--- src/rtl/spi2bus_bridge.sv ---
// SPI (mode 0) slave to register-bus bridge.
// Every SPI input is oversampled in the system clock domain; there is no SCLK-clocked logic.
// A 32-bit frame (RW, 3 reserved bits, 12-bit address, 16-bit data) becomes one single-cycle
// read or write request on the register bus. Read data returns on MISO in the same frame.
// Optional build macro SPI_ERR_CNT_EN adds an 8-bit saturating aborted-frame counter
// (spi_err_cnt), which is cleared by a write frame to the all-ones address.

package spi2bus_pkg;
    typedef struct packed {
        logic clk;
        logic rstn;
    } clock_t;
endpackage

module spi2bus_bridge #(
    parameter int unsigned ADDR_W      = 12,
    parameter int unsigned DATA_W      = 16,
    // SYNC_STAGES must be 2 or more.
    parameter int unsigned SYNC_STAGES = 2
) (
    input  spi2bus_pkg::clock_t clock,
    input  logic                spi_sclk,
    input  logic                spi_cs_n,
    input  logic                spi_mosi,
    output logic                spi_miso,
    output logic                spi_miso_oe,
`ifdef SPI_ERR_CNT_EN
    output logic [7:0]          spi_err_cnt,
`endif
    output logic                spi2bus_wreq,
    output logic                spi2bus_rreq,
    output logic [ADDR_W-1:0]   spi2bus_addr,
    output logic [DATA_W-1:0]   spi2bus_wdata,
    input  logic [DATA_W-1:0]   bus2spi_rdata
);

    typedef enum logic [2:0] {
        StIdle,
        StCmd,
        StRdWait,
        StData,
        StDone
    } state_e;

    logic clk;
    logic rst_n;
    assign clk   = clock.clk;
    assign rst_n = clock.rstn;

    logic [SYNC_STAGES-1:0] sclk_sync_q;
    logic [SYNC_STAGES-1:0] cs_sync_q;
    logic [SYNC_STAGES-1:0] mosi_sync_q;
    logic                   sclk_prev_q;
    logic                   cs_prev_q;

    logic sclk_s;
    logic cs_s;
    logic mosi_s;
    logic sclk_rise;
    logic sclk_fall;
    logic cs_fall;
    logic cs_rise;

    state_e             state_q;
    logic [4:0]         cnt_q;
    logic [14:0]        shreg_q;
    logic [DATA_W-1:0]  tx_q;
    logic               rw_q;
    logic               wait_q;
    logic               miso_q;
    logic               miso_oe_q;
    logic               wreq_q;
    logic               rreq_q;
    logic [ADDR_W-1:0]  addr_q;
    logic [DATA_W-1:0]  wdata_q;
    logic [15:0]        shift_word;
`ifdef SPI_ERR_CNT_EN
    logic [7:0]         err_cnt_q;
`endif

    // Synchronizer chains plus one extra sample of sclk/cs_n for edge detection.
    // cs_n resets to the asserted level so a select held low across reset never reads as
    // a new frame start; only a fresh falling edge opens a frame.
    always_ff @(posedge clk or negedge rst_n) begin
        if (!rst_n) begin
            sclk_sync_q <= '0;
            cs_sync_q   <= '0;
            mosi_sync_q <= '0;
            sclk_prev_q <= 1'b0;
            cs_prev_q   <= 1'b0;
        end else begin
            sclk_sync_q <= {sclk_sync_q[SYNC_STAGES-2:0], spi_sclk};
            cs_sync_q   <= {cs_sync_q[SYNC_STAGES-2:0], spi_cs_n};
            mosi_sync_q <= {mosi_sync_q[SYNC_STAGES-2:0], spi_mosi};
            sclk_prev_q <= sclk_s;
            cs_prev_q   <= cs_s;
        end
    end

    assign sclk_s    = sclk_sync_q[SYNC_STAGES-1];
    assign cs_s      = cs_sync_q[SYNC_STAGES-1];
    assign mosi_s    = mosi_sync_q[SYNC_STAGES-1];
    assign sclk_rise = sclk_s & ~sclk_prev_q;
    assign sclk_fall = ~sclk_s & sclk_prev_q;
    assign cs_fall   = ~cs_s & cs_prev_q;
    assign cs_rise   = cs_s & ~cs_prev_q;

    // The 16 bits received so far, including the bit sampled on this rise.
    assign shift_word = {shreg_q, mosi_s};

    // Frame FSM with registered bus strobes, address/data holding registers and MISO.
    always_ff @(posedge clk or negedge rst_n) begin
        if (!rst_n) begin
            state_q   <= StIdle;
            cnt_q     <= '0;
            shreg_q   <= '0;
            tx_q      <= '0;
            rw_q      <= 1'b0;
            wait_q    <= 1'b0;
            miso_q    <= 1'b0;
            miso_oe_q <= 1'b0;
            wreq_q    <= 1'b0;
            rreq_q    <= 1'b0;
            addr_q    <= '0;
            wdata_q   <= '0;
`ifdef SPI_ERR_CNT_EN
            err_cnt_q <= '0;
`endif
        end else begin
            wreq_q <= 1'b0;
            rreq_q <= 1'b0;
            if (cs_rise) begin
                // Deselect always wins; a rise before the 32nd bit is an abort.
`ifdef SPI_ERR_CNT_EN
                if ((state_q == StCmd || state_q == StRdWait || state_q == StData) &&
                    err_cnt_q != 8'hFF) begin
                    err_cnt_q <= err_cnt_q + 8'd1;
                end
`endif
                state_q   <= StIdle;
                miso_oe_q <= 1'b0;
                miso_q    <= 1'b0;
            end else begin
                unique case (state_q)
                    StIdle: begin
                        if (cs_fall) begin
                            state_q   <= StCmd;
                            cnt_q     <= '0;
                            shreg_q   <= '0;
                            miso_oe_q <= 1'b1;
                            miso_q    <= 1'b0;
                        end
                    end
                    StCmd: begin
                        if (sclk_rise) begin
                            shreg_q <= shift_word[14:0];
                            cnt_q   <= cnt_q + 5'd1;
                            if (cnt_q == 5'd15) begin
                                addr_q <= shift_word[ADDR_W-1:0];
                                rw_q   <= shift_word[15];
                                if (shift_word[15]) begin
                                    rreq_q  <= 1'b1;
                                    wait_q  <= 1'b0;
                                    state_q <= StRdWait;
                                end else begin
                                    state_q <= StData;
                                end
                            end
                        end
                    end
                    StRdWait: begin
                        // rdata is registered one clk after addr; sample it the clk after that.
                        if (wait_q) begin
                            tx_q    <= bus2spi_rdata;
                            state_q <= StData;
                        end else begin
                            wait_q <= 1'b1;
                        end
                    end
                    StData: begin
                        if (sclk_fall) begin
                            if (rw_q) begin
                                miso_q <= tx_q[DATA_W-1];
                                tx_q   <= tx_q << 1;
                            end else begin
                                miso_q <= 1'b0;
                            end
                        end
                        if (sclk_rise) begin
                            shreg_q <= shift_word[14:0];
                            cnt_q   <= cnt_q + 5'd1;
                            if (cnt_q == 5'd31) begin
                                state_q <= StDone;
                                if (!rw_q) begin
                                    wdata_q <= shift_word[DATA_W-1:0];
                                    wreq_q  <= 1'b1;
`ifdef SPI_ERR_CNT_EN
                                    if (addr_q == {ADDR_W{1'b1}}) begin
                                        err_cnt_q <= '0;
                                    end
`endif
                                end
                            end
                        end
                    end
                    StDone: begin
                        miso_q <= 1'b0;
                    end
                    default: begin
                        state_q <= StIdle;
                    end
                endcase
            end
        end
    end

    assign spi_miso      = miso_q;
    assign spi_miso_oe   = miso_oe_q;
    assign spi2bus_wreq  = wreq_q;
    assign spi2bus_rreq  = rreq_q;
    assign spi2bus_addr  = addr_q;
    assign spi2bus_wdata = wdata_q;
`ifdef SPI_ERR_CNT_EN
    assign spi_err_cnt   = err_cnt_q;
`endif

endmodule

--- config.mk ---
export PLATFORM = sky130hd
export DESIGN_NAME = spi2bus_bridge
export DESIGN_NICKNAME = d
export VERILOG_FILES = /design/src/rtl/spi2bus_bridge.sv
export SDC_FILE = /design/constraint.sdc
export NUM_CORES = 1
export LEC_CHECK = 0
export BUFFER_PORTS_ARGS = -buffer_cell sky130_fd_sc_hd__clkbuf_2
export CAP_MARGIN = 20
export CORE_MARGIN = 5
export CORE_UTILIZATION = 35
export CTS_BUF_LIST = sky130_fd_sc_hd__clkbuf_2
export DETAILED_ROUTE_END_ITERATION = 10
export SLEW_MARGIN = 20
export SYNTH_ARGS = -nofsm -noshare
export SYNTH_HDL_FRONTEND = slang
export SYNTH_SLANG_ARGS = --single-unit
--- constraint.sdc ---
create_clock -name clock -period 3.8 [get_ports clock]
set_input_delay 0.57 -clock clock [delete_from_list [all_inputs] [get_ports clock]]
set_output_delay 0.57 -clock clock [all_outputs]
set_load 0.02 [all_outputs]
==> reports/qor.yml <==
yosys:
  synth_area_leaders: "dfrtp_1 59%, mux2_2 14%, a22o_1 4.6%, mux2_4 4.3%, mux2_1 2.6%"
  synth-edff-count: 0
  yosysTopAreaCell: "dfrtp_1"
  syn_area_mm2: 0.00346
  ys_async_sr_fraction_pct: 100
  synth.avg_cell_area_um2: 14.8
  yosysSeqAreaShare_pct: 58.7
  yosys.area.top_type_share_pct: 58.7
  synthFlopType: "dfrtp_1"
  yosysUniqueCellTypes: 47
  yosysMostFrequentCell: "dfrtp_1"
  synth.net_count: 259
  yosysWarnings: 0
  ys_ff_latch: 81
  synth_cells: 233
  synth_common_cells: "81 x dfrtp_1, 42 x mux2_2, 18 x a22o_1"
timing:
  period_minus_slack_ns: 2.48
  holdWs_ns: -0.402
  rsz0062_at_grt: "no"
  min_period_over_period_pct: 65.4
  drv_slew: 0
  worst_slack_ns: 1.32
  finalHoldViolations: 81
  finalSetupTns_ns: 0
  worst_slew_margin_rel_pct: 37.9
  tightest_slew_ns: 0.931
  fmax_mhz: 403
  finalClockSkew_ns: 0.0364
  setup_viol: 0
clocking:
  clk_pin_slew_ns: 0.24
  cts_hold_buf: 0
  cts_setup_buffers: 0
  insertion_delay_ns: 0.54
  cts_tree: "yes"
  cts_resized: 0
pwr:
  power_leakage_uw: 0.00205
  ir_worst_vdd_mv: 0.216
  power_density_mw_per_mm2: 555
critical_path:
  reg2reg_to: "tx_q[14]"
  arrival_ns: 2.90
  r2r_start: "cs_prev_q"
  crit_type: "flop to flop"
  cp_max_fo: 16
  end_kind: "flop"
  worstRegToRegCells: 5
  startpoint_type: "flop"
  worst-r2r-setup-slack_ns: 1.32
  crit_required_ns: 4.21
run:
  cap_violations: 0
die:
  die_w_um: 109
  core_mm2: 0.00968
  die_h_um: 109
  std_cell_rows: 36
  design.die.area_mm2: 0.0120
  boundaryPins: 53
  start_util_pct: 35.7
place:
  numPortBuffers: 51
  place_congestion: 0.750
  place_hpwl_um: 4030
  place_ws_ns: 1.33
global_route:
  grt_pass1_vias: 2489
  overflow: 0
  grt_pass1_wl_um: 10800
  antenna_found_initial: 2
  track_usage_pct: 12.8
  grt_max_degree: 21
outcome:
  failed_checks: "negative hold slack"
  status: "complete, but fails checks"
detailed_routing:
  dr.pass1.iters: 4
  wl_per_cell_um: 14.8
  vias_per_cell: 4.84
  drt_iter0_drc: 112
  routed_wl_um: 6490
  vias: 2124
  drtAntennaViolNets: 0
  drc: 0
finish:
  seq_area_mm2: 0.00203
  fillers: 939
  multi_input_area_mm2: 0.00132
  synthToLayoutAreaGrowth_pct: 18.5
  drive_gt1_share_pct: 46.7
  final_nets: 319
min_path:
  hp-class: "clock port to asynchronous set/reset pin"
## layout by cell type, fill, tap and decap left out, drive strengths merged, types with 2 or more instances in the layout
cell type / instances
dfrtp: 81
clkbuf: 69
mux2: 60
a22o: 18
inv: 9
nand2b: 5
nor2: 5
ha: 5
clkinv: 5
a21oi: 4
bufinv: 4
nand2: 3
diode: 2
nand3b: 2
and3b: 2
nor4: 2
nor3: 2
or3b: 2
buf: 2
## cell families after synthesis
logic type                 synth area share (%)
AOI/OAI and AO/OA                          7.89
xor gates and xnor gates                  0.253
adders and majority gates                  1.81
buffers and inverters                      3.26
DFF                                        58.7
muxes                                      20.6
and+or+nand+nor                            7.49
## critical path, stage by stage (launching register included)
cell	delay, ns
dfrtp_1	0.43
inv_1	0.05
ha_1	0.40
and4bb_2	0.31
a32oi_2	0.77
mux2_2	0.42
## report_power, final
| group | total [uW] | internal [uW] | switching (uW) |
|---|---|---|---|
| Sequential | 945 | 890 | 55.0 |
| Combinational | 151 | 88.5 | 62.0 |
| Clock | 1180 | 451 | 727 |
## metal layers
layer  wire length [um]  vias up  track usage [%]
met5                  0        -                0
met4                218        0             15.0
met3                430       20             9.81
met2               3070       57             16.0
met1               2770     1069             12.1
li1                   -      978                -
## cell type report
class	count	share of cell area [%]
repair buffers	53	6.69
multi-input cells	134	32.1
well taps	133	4.06
clock inverters	13	4.83
inverters	5	0.458
diodes	2	0.122
clock buffers	18	2.20
flip-flops and latches	81	49.5
## state kept, by name, indices dropped and copies added (netlist names), 2 cells and up
name,cells
spi2bus_wdata,16
tx_q,16
shreg_q,15
spi2bus_addr,12
cnt_q,5
state_q,3
cs_sync_q,2
mosi_sync_q,2
sclk_sync_q,2
## metrics by stage
step	utilization (%)	instances	total power, uW	hold slack (ns)	area, um2
final	42.3	439	2270	-0.402	4100
after global routing	42.3	439	2470	-0.409	4100
after CTS	42.1	436	2360	-0.403	4080
after detailed placement	39.1	405	1120	-0.296	3790
after global placement	39.1	405	1110	-0.296	3790
after floorplan	-	233	1080	-0.296	3460
## worst max path at each step
stage / start / slack [ns] / end / cells after the start
floorplan: cs_sync_q[1] / 1.78 / spi2bus_wdata[10] / 7
global placement: cs_sync_q[1] / 1.33 / spi2bus_wdata[7] / 4
detailed placement: cs_prev_q / 1.33 / tx_q[14] / 5
CTS: cs_prev_q / 1.27 / tx_q[14] / 5
global route: cs_prev_q / 1.10 / tx_q[11] / 5
finish: cs_prev_q / 1.32 / tx_q[14] / 5
Note: power is estimated with default switching activity, not from simulation.
